### config.mk
export PLATFORM = sky130hd
export DESIGN_NAME = otter_hazard_ctrl
export DESIGN_NICKNAME = d
export VERILOG_FILES = /design/src/rtl/otter_hazard_ctrl.sv
export SDC_FILE = /design/constraint.sdc
export NUM_CORES = 1
export LEC_CHECK = 0
export BUFFER_PORTS_ARGS = -buffer_cell sky130_fd_sc_hd__buf_2
export CELL_PAD_IN_SITES_DETAIL_PLACEMENT = 1
export CELL_PAD_IN_SITES_GLOBAL_PLACEMENT = 2
export CORE_ASPECT_RATIO = 2
export CORE_MARGIN = 5
export CORE_UTILIZATION = 29
export DETAILED_ROUTE_END_ITERATION = 16
export GPL_TIMING_DRIVEN = 0
export PLACE_DENSITY = 0.9
export SYNTH_ARGS = -nofsm -noshare
export SYNTH_HDL_FRONTEND = slang
export SYNTH_SLANG_ARGS = --single-unit
### constraint.sdc
create_clock -name CLK -period 6.5 [get_ports CLK]
set_input_delay 1.95 -clock CLK [delete_from_list [all_inputs] [get_ports CLK]]
set_output_delay 1.95 -clock CLK [all_outputs]
set_load 0.01 [all_outputs]
### src/rtl/otter_hazard_ctrl.sv
// otter_hazard_ctrl
// Hazard and forwarding controller for the pipelined OTTER core.
// Chooses EX operand forwarding sources, inserts multi-cycle load-use bubbles through an
// internal stall counter, raises flush on a PC redirect, and keeps saturating stall and
// flush event counters. FWD_EN=0 gives a stall-only build in which every RAW hazard
// between ID and a later stage is resolved by stalling.
//
// Ports:
//   CLK, RST                   clock, synchronous active-high reset
//   rs1_d/rs2_d, rs*_used_d    ID source registers and their use flags
//   rs1_e/rs2_e, rs*_used_e    EX source registers and their use flags
//   rd_e, reg_write_e,
//   mem_read_e                 EX destination, write enable, load flag
//   rd_m/reg_write_m           EX/MEM destination and write enable
//   rd_w/reg_write_w           MEM/WB destination and write enable
//   pc_source                  PC select from EX, nonzero = redirect
//   cnt_clr                    synchronous clear of the event counters
//   fwd_a/fwd_b                00 = regfile, 10 = EX/MEM, 01 = MEM/WB
//   stall, flush               pipeline control
//   stall_count, flush_count   saturating event counters
module otter_hazard_ctrl #(
  parameter int unsigned REG_AW   = 5,
  parameter int unsigned LOAD_LAT = 1,
  parameter int unsigned FWD_EN   = 1,
  parameter int unsigned CNT_W    = 16
) (
  input  logic              CLK,
  input  logic              RST,
  input  logic [REG_AW-1:0] rs1_d,
  input  logic [REG_AW-1:0] rs2_d,
  input  logic              rs1_used_d,
  input  logic              rs2_used_d,
  input  logic [REG_AW-1:0] rs1_e,
  input  logic [REG_AW-1:0] rs2_e,
  input  logic              rs1_used_e,
  input  logic              rs2_used_e,
  input  logic [REG_AW-1:0] rd_e,
  input  logic              reg_write_e,
  input  logic              mem_read_e,
  input  logic [REG_AW-1:0] rd_m,
  input  logic              reg_write_m,
  input  logic [REG_AW-1:0] rd_w,
  input  logic              reg_write_w,
  input  logic [2:0]        pc_source,
  input  logic              cnt_clr,
  output logic [1:0]        fwd_a,
  output logic [1:0]        fwd_b,
  output logic              stall,
  output logic              flush,
  output logic [CNT_W-1:0]  stall_count,
  output logic [CNT_W-1:0]  flush_count
);

  localparam int unsigned SCNT_W = $clog2(8);
  // Counter reload values are "cycles - 1": the detect cycle itself is the first bubble.
  localparam logic [SCNT_W-1:0] LoadLen = SCNT_W'(LOAD_LAT - 1);
  localparam logic [SCNT_W-1:0] ExLen   = SCNT_W'(2);
  localparam logic [SCNT_W-1:0] MemLen  = SCNT_W'(1);
  localparam logic [SCNT_W-1:0] WbLen   = SCNT_W'(0);

  logic [SCNT_W-1:0] scnt_q, scnt_d;
  logic [CNT_W-1:0]  stall_count_q, flush_count_q;

  logic              ex_hit, m_hit, w_hit, load_use;
  logic              detect, detect_q, flush_raw;
  logic [SCNT_W-1:0] len;

  // ID-stage RAW match against a writing destination; x0 never matches.
  function automatic logic id_match(input logic [REG_AW-1:0] rd, input logic we,
                                    input logic [REG_AW-1:0] s1, input logic u1,
                                    input logic [REG_AW-1:0] s2, input logic u2);
    return we && (rd != '0) && ((u1 && (s1 == rd)) || (u2 && (s2 == rd)));
  endfunction

  // EX operand source select; EX/MEM wins over MEM/WB.
  function automatic logic [1:0] fwd_sel(input logic [REG_AW-1:0] rs, input logic used,
                                         input logic [REG_AW-1:0] rdm, input logic wem,
                                         input logic [REG_AW-1:0] rdw, input logic wew);
    if (used && wem && (rdm != '0) && (rs == rdm)) begin
      return 2'b10;
    end else if (used && wew && (rdw != '0) && (rs == rdw)) begin
      return 2'b01;
    end
    return 2'b00;
  endfunction

  always_comb begin
    ex_hit   = id_match(rd_e, reg_write_e, rs1_d, rs1_used_d, rs2_d, rs2_used_d);
    m_hit    = id_match(rd_m, reg_write_m, rs1_d, rs1_used_d, rs2_d, rs2_used_d);
    w_hit    = id_match(rd_w, reg_write_w, rs1_d, rs1_used_d, rs2_d, rs2_used_d);
    load_use = mem_read_e && ex_hit;

    detect = load_use;
    len    = LoadLen;
    if (FWD_EN == 0) begin
      // Without forwarding the bubble must cover the producer's distance to writeback;
      // the closest producer dictates the longest wait.
      detect = load_use || ex_hit || m_hit || w_hit;
      len    = WbLen;
      if (m_hit)  len = MemLen;
      if (ex_hit) len = ExLen;
      if (load_use && (LoadLen > len)) len = LoadLen;
    end
  end

  always_comb begin
    flush_raw = (pc_source != 3'b000);
    detect_q  = detect && (scnt_q == '0);

    flush = !RST && flush_raw;
    stall = !RST && !flush_raw && (detect_q || (scnt_q != '0));

    fwd_a = 2'b00;
    fwd_b = 2'b00;
    if ((FWD_EN != 0) && !RST) begin
      fwd_a = fwd_sel(rs1_e, rs1_used_e, rd_m, reg_write_m, rd_w, reg_write_w);
      fwd_b = fwd_sel(rs2_e, rs2_used_e, rd_m, reg_write_m, rd_w, reg_write_w);
    end

    scnt_d = scnt_q;
    if (flush_raw) begin
      scnt_d = '0;
    end else if (detect_q) begin
      scnt_d = len;
    end else if (scnt_q != '0) begin
      scnt_d = scnt_q - SCNT_W'(1);
    end
  end

  always_ff @(posedge CLK) begin
    if (RST) begin
      scnt_q        <= '0;
      stall_count_q <= '0;
      flush_count_q <= '0;
    end else begin
      scnt_q <= scnt_d;
      if (cnt_clr) begin
        stall_count_q <= '0;
        flush_count_q <= '0;
      end else begin
        if (stall && (stall_count_q != '1)) stall_count_q <= stall_count_q + CNT_W'(1);
        if (flush && (flush_count_q != '1)) flush_count_q <= flush_count_q + CNT_W'(1);
      end
    end
  end

  assign stall_count = stall_count_q;
  assign flush_count = flush_count_q;

endmodule

==> results of run 1 <==
-- registers in the layout, summed over array words and instances (netlist names) --
signal / flops
flush_count: 16
scnt_q: 3
stall_count: 16
-- cell usage after synthesis (all sizes together), types with 2 or more instances --
| master | instances |
|---|---|
| nand2 | 19 |
| nand3 | 13 |
| clkbuf | 4 |
| nand4 | 10 |
| xnor2 | 27 |
| or2 | 2 |
| o311ai | 2 |
| buf | 3 |
| nor2 | 31 |
| o211ai | 2 |
| ha | 4 |
| and3 | 7 |
| o41ai | 2 |
| nor3b | 2 |
| inv | 6 |
| xor2 | 18 |
| o31ai | 7 |
| dfxtp | 35 |
| nor3 | 11 |
| or3 | 6 |
| nand2b | 2 |
| a21oi | 15 |
| and4 | 4 |
| o21ai | 7 |
| mux2i | 2 |
| nor4 | 5 |
| or4 | 10 |
-- per-layer routing --
layer	vias to the layer above	GRT usage (%)	part of all wire (%)	wire, microns
li1	1141	-	-	-
met4	0	9.00	3.6	251
met1	1108	13.1	33	2270
met2	83	31.1	57	4000
met3	16	2.75	6.3	437
met5	-	0	0	0
-- worst max-delay path, cell delays in order --
cell	delay, ps
buf_2	120
or4_1	540
o211ai_2	180
nor2_1	70
a21oi_2	210
buf_4	220
inv_2	70
buf_2	140
-- worst paths after layout --
| check | start | endpoint | slack, ps | depth (start not counted) |
|---|---|---|---|---|
| worst max-delay path | rd_e[1] | stall | 1050 | 8 |
| worst min-delay path | stall_count[15]$_SDFFE_PP0P_ | stall_count[15]$_SDFFE_PP0P_ | 500 | 2 |
| worst max register to register | stall_count[0]$_SDFFE_PP0P_ | stall_count[15]$_SDFFE_PP0P_ | 4460 | 7 |
| worst min register to register | stall_count[15]$_SDFFE_PP0P_ | stall_count[15]$_SDFFE_PP0P_ | 500 | 2 |
-- area by class of cell --
type                       count  share of cell area, %
inverter                       6                  0.794
buffer                         7                   1.59
clock buffer                   6                   4.55
sequential                    35                   24.7
timing repair buffer          86                   15.2
multi-input combinational    217                   49.1
tap                           92                   4.06
-- metrics by stage --
stage / hold slack (ps) / area (sq um) / cells
finish: 499 / 2840 / 449
global route: 549 / 2840 / 449
global placement: 491 / 2710 / 443
floorplan: 480 / 2160 / 265
CTS: 511 / 2840 / 449
detailed placement: 502 / 2710 / 443
-- cells by family (layout without fill, tap and decap cells) --
| family | count (synthesis) | in the layout | share of synthesized area (%) |
|---|---|---|---|
| XOR/XNOR | 45 | 45 | 18.2 |
| adder cells (fa/ha/maj) | 4 | 4 | 2.32 |
| multiplexers | 2 | 2 | 0.926 |
| flip-flops | 35 | 35 | 32.4 |
| buffers and inverters | 13 | 105 | 3.13 |
| AND/OR/NAND/NOR | 125 | 125 | 30.2 |
| AO/OA/AOI/OAI | 41 | 41 | 12.7 |
-- power by group --
part / internal, mW / switching [mW] / total (mW)
registers: 0.215 / 0.000669 / 0.216
clock network: 0.138 / 0.0834 / 0.221
logic: 0.0251 / 0.0270 / 0.0521
total: 0.378 / 0.111 / 0.489
==> flow_summary.toml, run 1 <==
[cells_and_area]
antenna_cells = 0
syn2layout_area_growth_pct = 31.2
nFillCells = 962
nets = 411
multi_input_area_sq_mm = 0.00139
final_common_cell = "buf_2"
drive_gt1_share_pct = 28.0
seq_area_sq_um = 701
final_cell_mix = "buf_2 (86), dfxtp_1 (35), nor2_1 (31)"
fin_util_pct = 39.0

[grt]
grt_max_degree = 11
grt_pass1_vias = 2565
overflow = 0
grt_pass1_wl_mm = 11.5
grt_antenna_before_repair = 0
grt_usage_pct = 15.4

[yosys]
synth_top_cell_by_area = "dfxtp_1"
ys.warnings.count = 0
ys.flop_type = "dfxtp_1"
synthesis.nets = 318
syn_area_sq_mm = 0.00216
synthArstFlopShare_pct = 0
synth_cells = 265
synth_top_area_share_pct = 32.4
synth_seq_cells = 35
synth_area_leaders = "dfxtp_1 (32%), xnor2_1 (11%), xor2_1 (7.3%)"
synth_edf_count = 0
avgSynthCellArea_sq_um = 8.15
synth_cell_types = 40
ys_seq_area_share_pct = 32.4

[cts]
clockBufferDepth = 2
cts_tree = "yes"
ctsRootBufferMaster = "clkbuf_16"
cts_max_level = 2
cts.hold.buffers_added = 0
cts_sinks = 35
cts_buffers = 5
insertion_delay_ps = 280
clk_pin_slew_ps = 50
post_cts_resized = 0
post_cts_buffers = 0

[timing]
finalCritPeriodShare_pct = 83.9
finalSetupViolCount = 0
setup_ws_ps = 1050
fin_tns_setup_ps = 0
skew_ps = 2.26
slew_headroom_pct = 65.4
final_hold_viol_count = 0
tightestPinTransition_ps = 514
rsz0062_at_grt = "no"
slew_violations = 0
fmax_mhz = 183
fin_crit_ps = 5450

[power]
irDropWorstVdd_mv = 0.127
report.power.total_mw = 0.489
p_leak_nw = 1.14
p_per_area_mw_per_mm2 = 172

[detailed_routing]
finalWirelength_mm = 6.96
drc = 0
viasPerCell = 5.23
detail_route.wl_per_cell_microns = 15.5
drtAntennaViolNets = 0
drtIter0Drc = 43
dr.pass1.iters = 5
vias = 2348

[place]
hpwl_mm = 5.82
post-place-ws_ps = 1010
place.gp.congestion = 0.802
io_buffers = 86

[floorplanning]
initial_core_util_pct = 29.7
core_area_sq_mm = 0.00727
die_w_microns = 71.0
ios = 87
dieArea_sq_mm = 0.00938
rows = 44
die_height_microns = 132

[setup_path]
cp-end-kind = "output port"
worstPathArrival_ps = 3500
required_ps = 4550
worstSetupPathType = "in2out"
crit_fanout = 10
setup.worst_path.start_class = "primary input"

[min_path]
min_path_type = "reg2reg"

[job]
maxCapViolCount = 0

[outcome]
outcome = "complete, no violations"
No activity file was read; power rests on OpenSTA's default activity.
==> inputs of run 2 (changes only) <==
ABC_AREA = 1   (was default)
CORE_UTILIZATION = 25   (was 29)
PLACE_DENSITY = 0.83   (was 0.9)
clock period = 5.1 ns   (was 6.5 ns; I/O delays follow)
==> run 2 against run 1 <==
Effect of this change:
- register-to-register slack got worse by 1300 ps
- clock-buffer cell count is 1 higher
- core utilization fell by 6.5 points
- clock skew up 1.1 ps
- clock power up 37%
- final cell count rose by 52%
- largest power group unchanged
==> flow_summary.toml, run 2 <==
[timing]
tightestPinTransition_ps = 586
final_hold_viol_count = 0
rsz0062_at_grt = "no"
slew_headroom_pct = 60.9
finalSetupViolCount = 0
fmax_mhz = 231
fin_crit_ps = 4320
fin_tns_setup_ps = 0
slew_violations = 0
skew_ps = 3.35
finalCritPeriodShare_pct = 84.8

[yosys]
synth_seq_cells = 35
synth_top_cells_by_count = "nand2_1 (119), inv_1 (88), nor2_1 (60)"
synth_top_cell_by_area = "dfxtp_1"
synth_cell_types = 35
ys.flop_type = "dfxtp_1"
synth_top_area_share_pct = 26.1
ys_seq_area_share_pct = 26.1
synth_edf_count = 0
avgSynthCellArea_sq_um = 5.93
ys.warnings.count = 0
syn_area_sq_mm = 0.00269
synth_area_leaders = "dfxtp_1 (26%), nand2_1 (17%), inv_1 (12%)"
synthesis.nets = 506
synthArstFlopShare_pct = 0
synth_cells = 453
synth.most_common_cell = "nand2_1"

[detailed_routing]
drtIter0Drc = 98
finalWirelength_mm = 9.76
detail_route.wl_per_cell_microns = 14.3
vias = 3230
route.top_layer_used = "met4"
viasPerCell = 4.72
met2_length_mm = 5.69
met3_length_microns = 390
drtAntennaViolNets = 0
drc = 0
wl_met1_mm = 3.31
dr.pass1.iters = 4

[outcome]
outcome = "complete, no violations"

[grt]
grt_max_degree = 11
grt_usage_pct = 15.2
grt_antenna_before_repair = 0
grt_pass1_wl_mm = 15.9
overflow = 0
grt_pass1_vias = 3521

[setup_path]
cp_common_cell = "buf_2"
worstPathArrival_ps = 2790
path_cells = "buf_2, nor4_4, buf_2, a21boi_0, buf_2"
crit_fanout = 10
cp-end-kind = "output port"
cpPeakStageDelay_ps = 390
required_ps = 3570
cpMaxStageDelayCell = "nor4_4"
setup.worst_path.start_class = "primary input"
worstSetupPathType = "in2out"

[cells_and_area]
antenna_cells = 0
nets = 599
final_common_cell = "nand2_1"
drive_gt1_share_pct = 21.4
final_cell_mix = "nand2_1 (119), buf_2 (90), inv_1 (88)"
syn2layout_area_growth_pct = 27.5
final_cell_area_sq_mm = 0.00342

[cts]
cts_sinks = 35
post_cts_buffers = 0
ctsRootBufferMaster = "clkbuf_16"
clk_pin_slew_ps = 50
clockBufferDepth = 2
cts_buffers = 5
post_cts_resized = 0
cts.hold.buffers_added = 0
insertion_delay_ps = 280
cts_tree = "yes"
cts_max_level = 2

[place]
postPlaceCellArea_sq_mm = 0.00329
io_buffers = 86
hpwl_mm = 8.25
place.gp.congestion = 0.822

[floorplanning]
ios = 87
die_w_microns = 83.3
dieArea_sq_mm = 0.0130
core_area_sq_mm = 0.0105
rows = 53
die_height_microns = 157
initial_core_util_pct = 25.5

[min_path]
min_path_type = "reg2reg"

[power]
p_per_area_mw_per_mm2 = 194
irDropWorstVdd_mv = 0.106
p_leak_nw = 1.65

[job]
maxCapViolCount = 0
-- run 2: changes by cell type in the layout (fill, tap and decap cells not counted), sizes merged, moves of 10 or more --
cell	before	now
nand4	10	24
nor2	31	63
nand2	19	121
or4	10	0
xnor2	27	8
xor2	18	6
nand3	13	33
inv	6	90
-- run 2: cell families after synthesis --
logic type	share of synthesized area (%)
xor+xnor	4.57
compound gates	7.18
simple gates	45.7
fa+ha+maj	1.86
buf+inv	14.6
flops	26.1
-- run 2: layer usage --
| layer | up-vias | track usage (%) |
|---|---|---|
| met4 | 0 | 8.18 |
| met2 | 83 | 31.9 |
| met1 | 1516 | 12.9 |
| li1 | 1610 | - |
| met3 | 21 | 2.63 |
| met5 | - | 0 |
-- run 2: per-stage QoR --
step / util [%] / hold slack, ps / power (mW) / worst slack (ps) / cells
final: 32.5 / 467 / 0.665 / 776 / 684
after global placement: 31.2 / 450 / 0.367 / 719 / 676
after global routing: 32.5 / 494 / 0.701 / 655 / 684
after floorplan: - / 441 / 0.325 / 1140 / 453
after detailed placement: 31.2 / 467 / 0.370 / 727 / 676
after CTS: 32.5 / 475 / 0.678 / 725 / 684
-- run 2: path summary, 6_finish.rpt --
kind,start,endpoint,slack [ps],cells past startpoint
max,RST,stall,780,5
min,scnt_q[1]$_SDFFE_PP0N_,scnt_q[1]$_SDFFE_PP0N_,470,2
max reg2reg,flush_count[0]$_SDFFE_PP0P_,flush_count[9]$_SDFFE_PP0P_,3190,10
min reg2reg,scnt_q[1]$_SDFFE_PP0N_,scnt_q[1]$_SDFFE_PP0N_,470,2
-- run 2: critical path: cells and delay by family --
| family | cells | cell delay, ps |
|---|---|---|
| AOI/OAI and AO/OA | 1 | 220 |
| buffers and inverters | 3 | 640 |
| and+or+nand+nor | 1 | 390 |
-- run 2: where the power goes --
group | leakage, nW | internal [mW] | switching [mW] | total, mW
logic | 1.30 | 0.0341 | 0.0534 | 0.0876
registers | 0.282 | 0.274 | 0.000952 | 0.275
clock network | 0.0679 | 0.181 | 0.122 | 0.302
total | 1.65 | 0.489 | 0.176 | 0.665
-- run 2: layout make-up --
cell class / instances / area, sq um
Timing Repair Buffer: 86 / 430
Multi-Input combinational cell: 319 / 1590
Fill cell: 1419 / 7120
Sequential cell: 35 / 701
Clock buffer: 7 / 133
Inverter: 90 / 338
Tap cell: 137 / 171
Buffer: 9 / 53.8
Clock inverter: 1 / 5.00
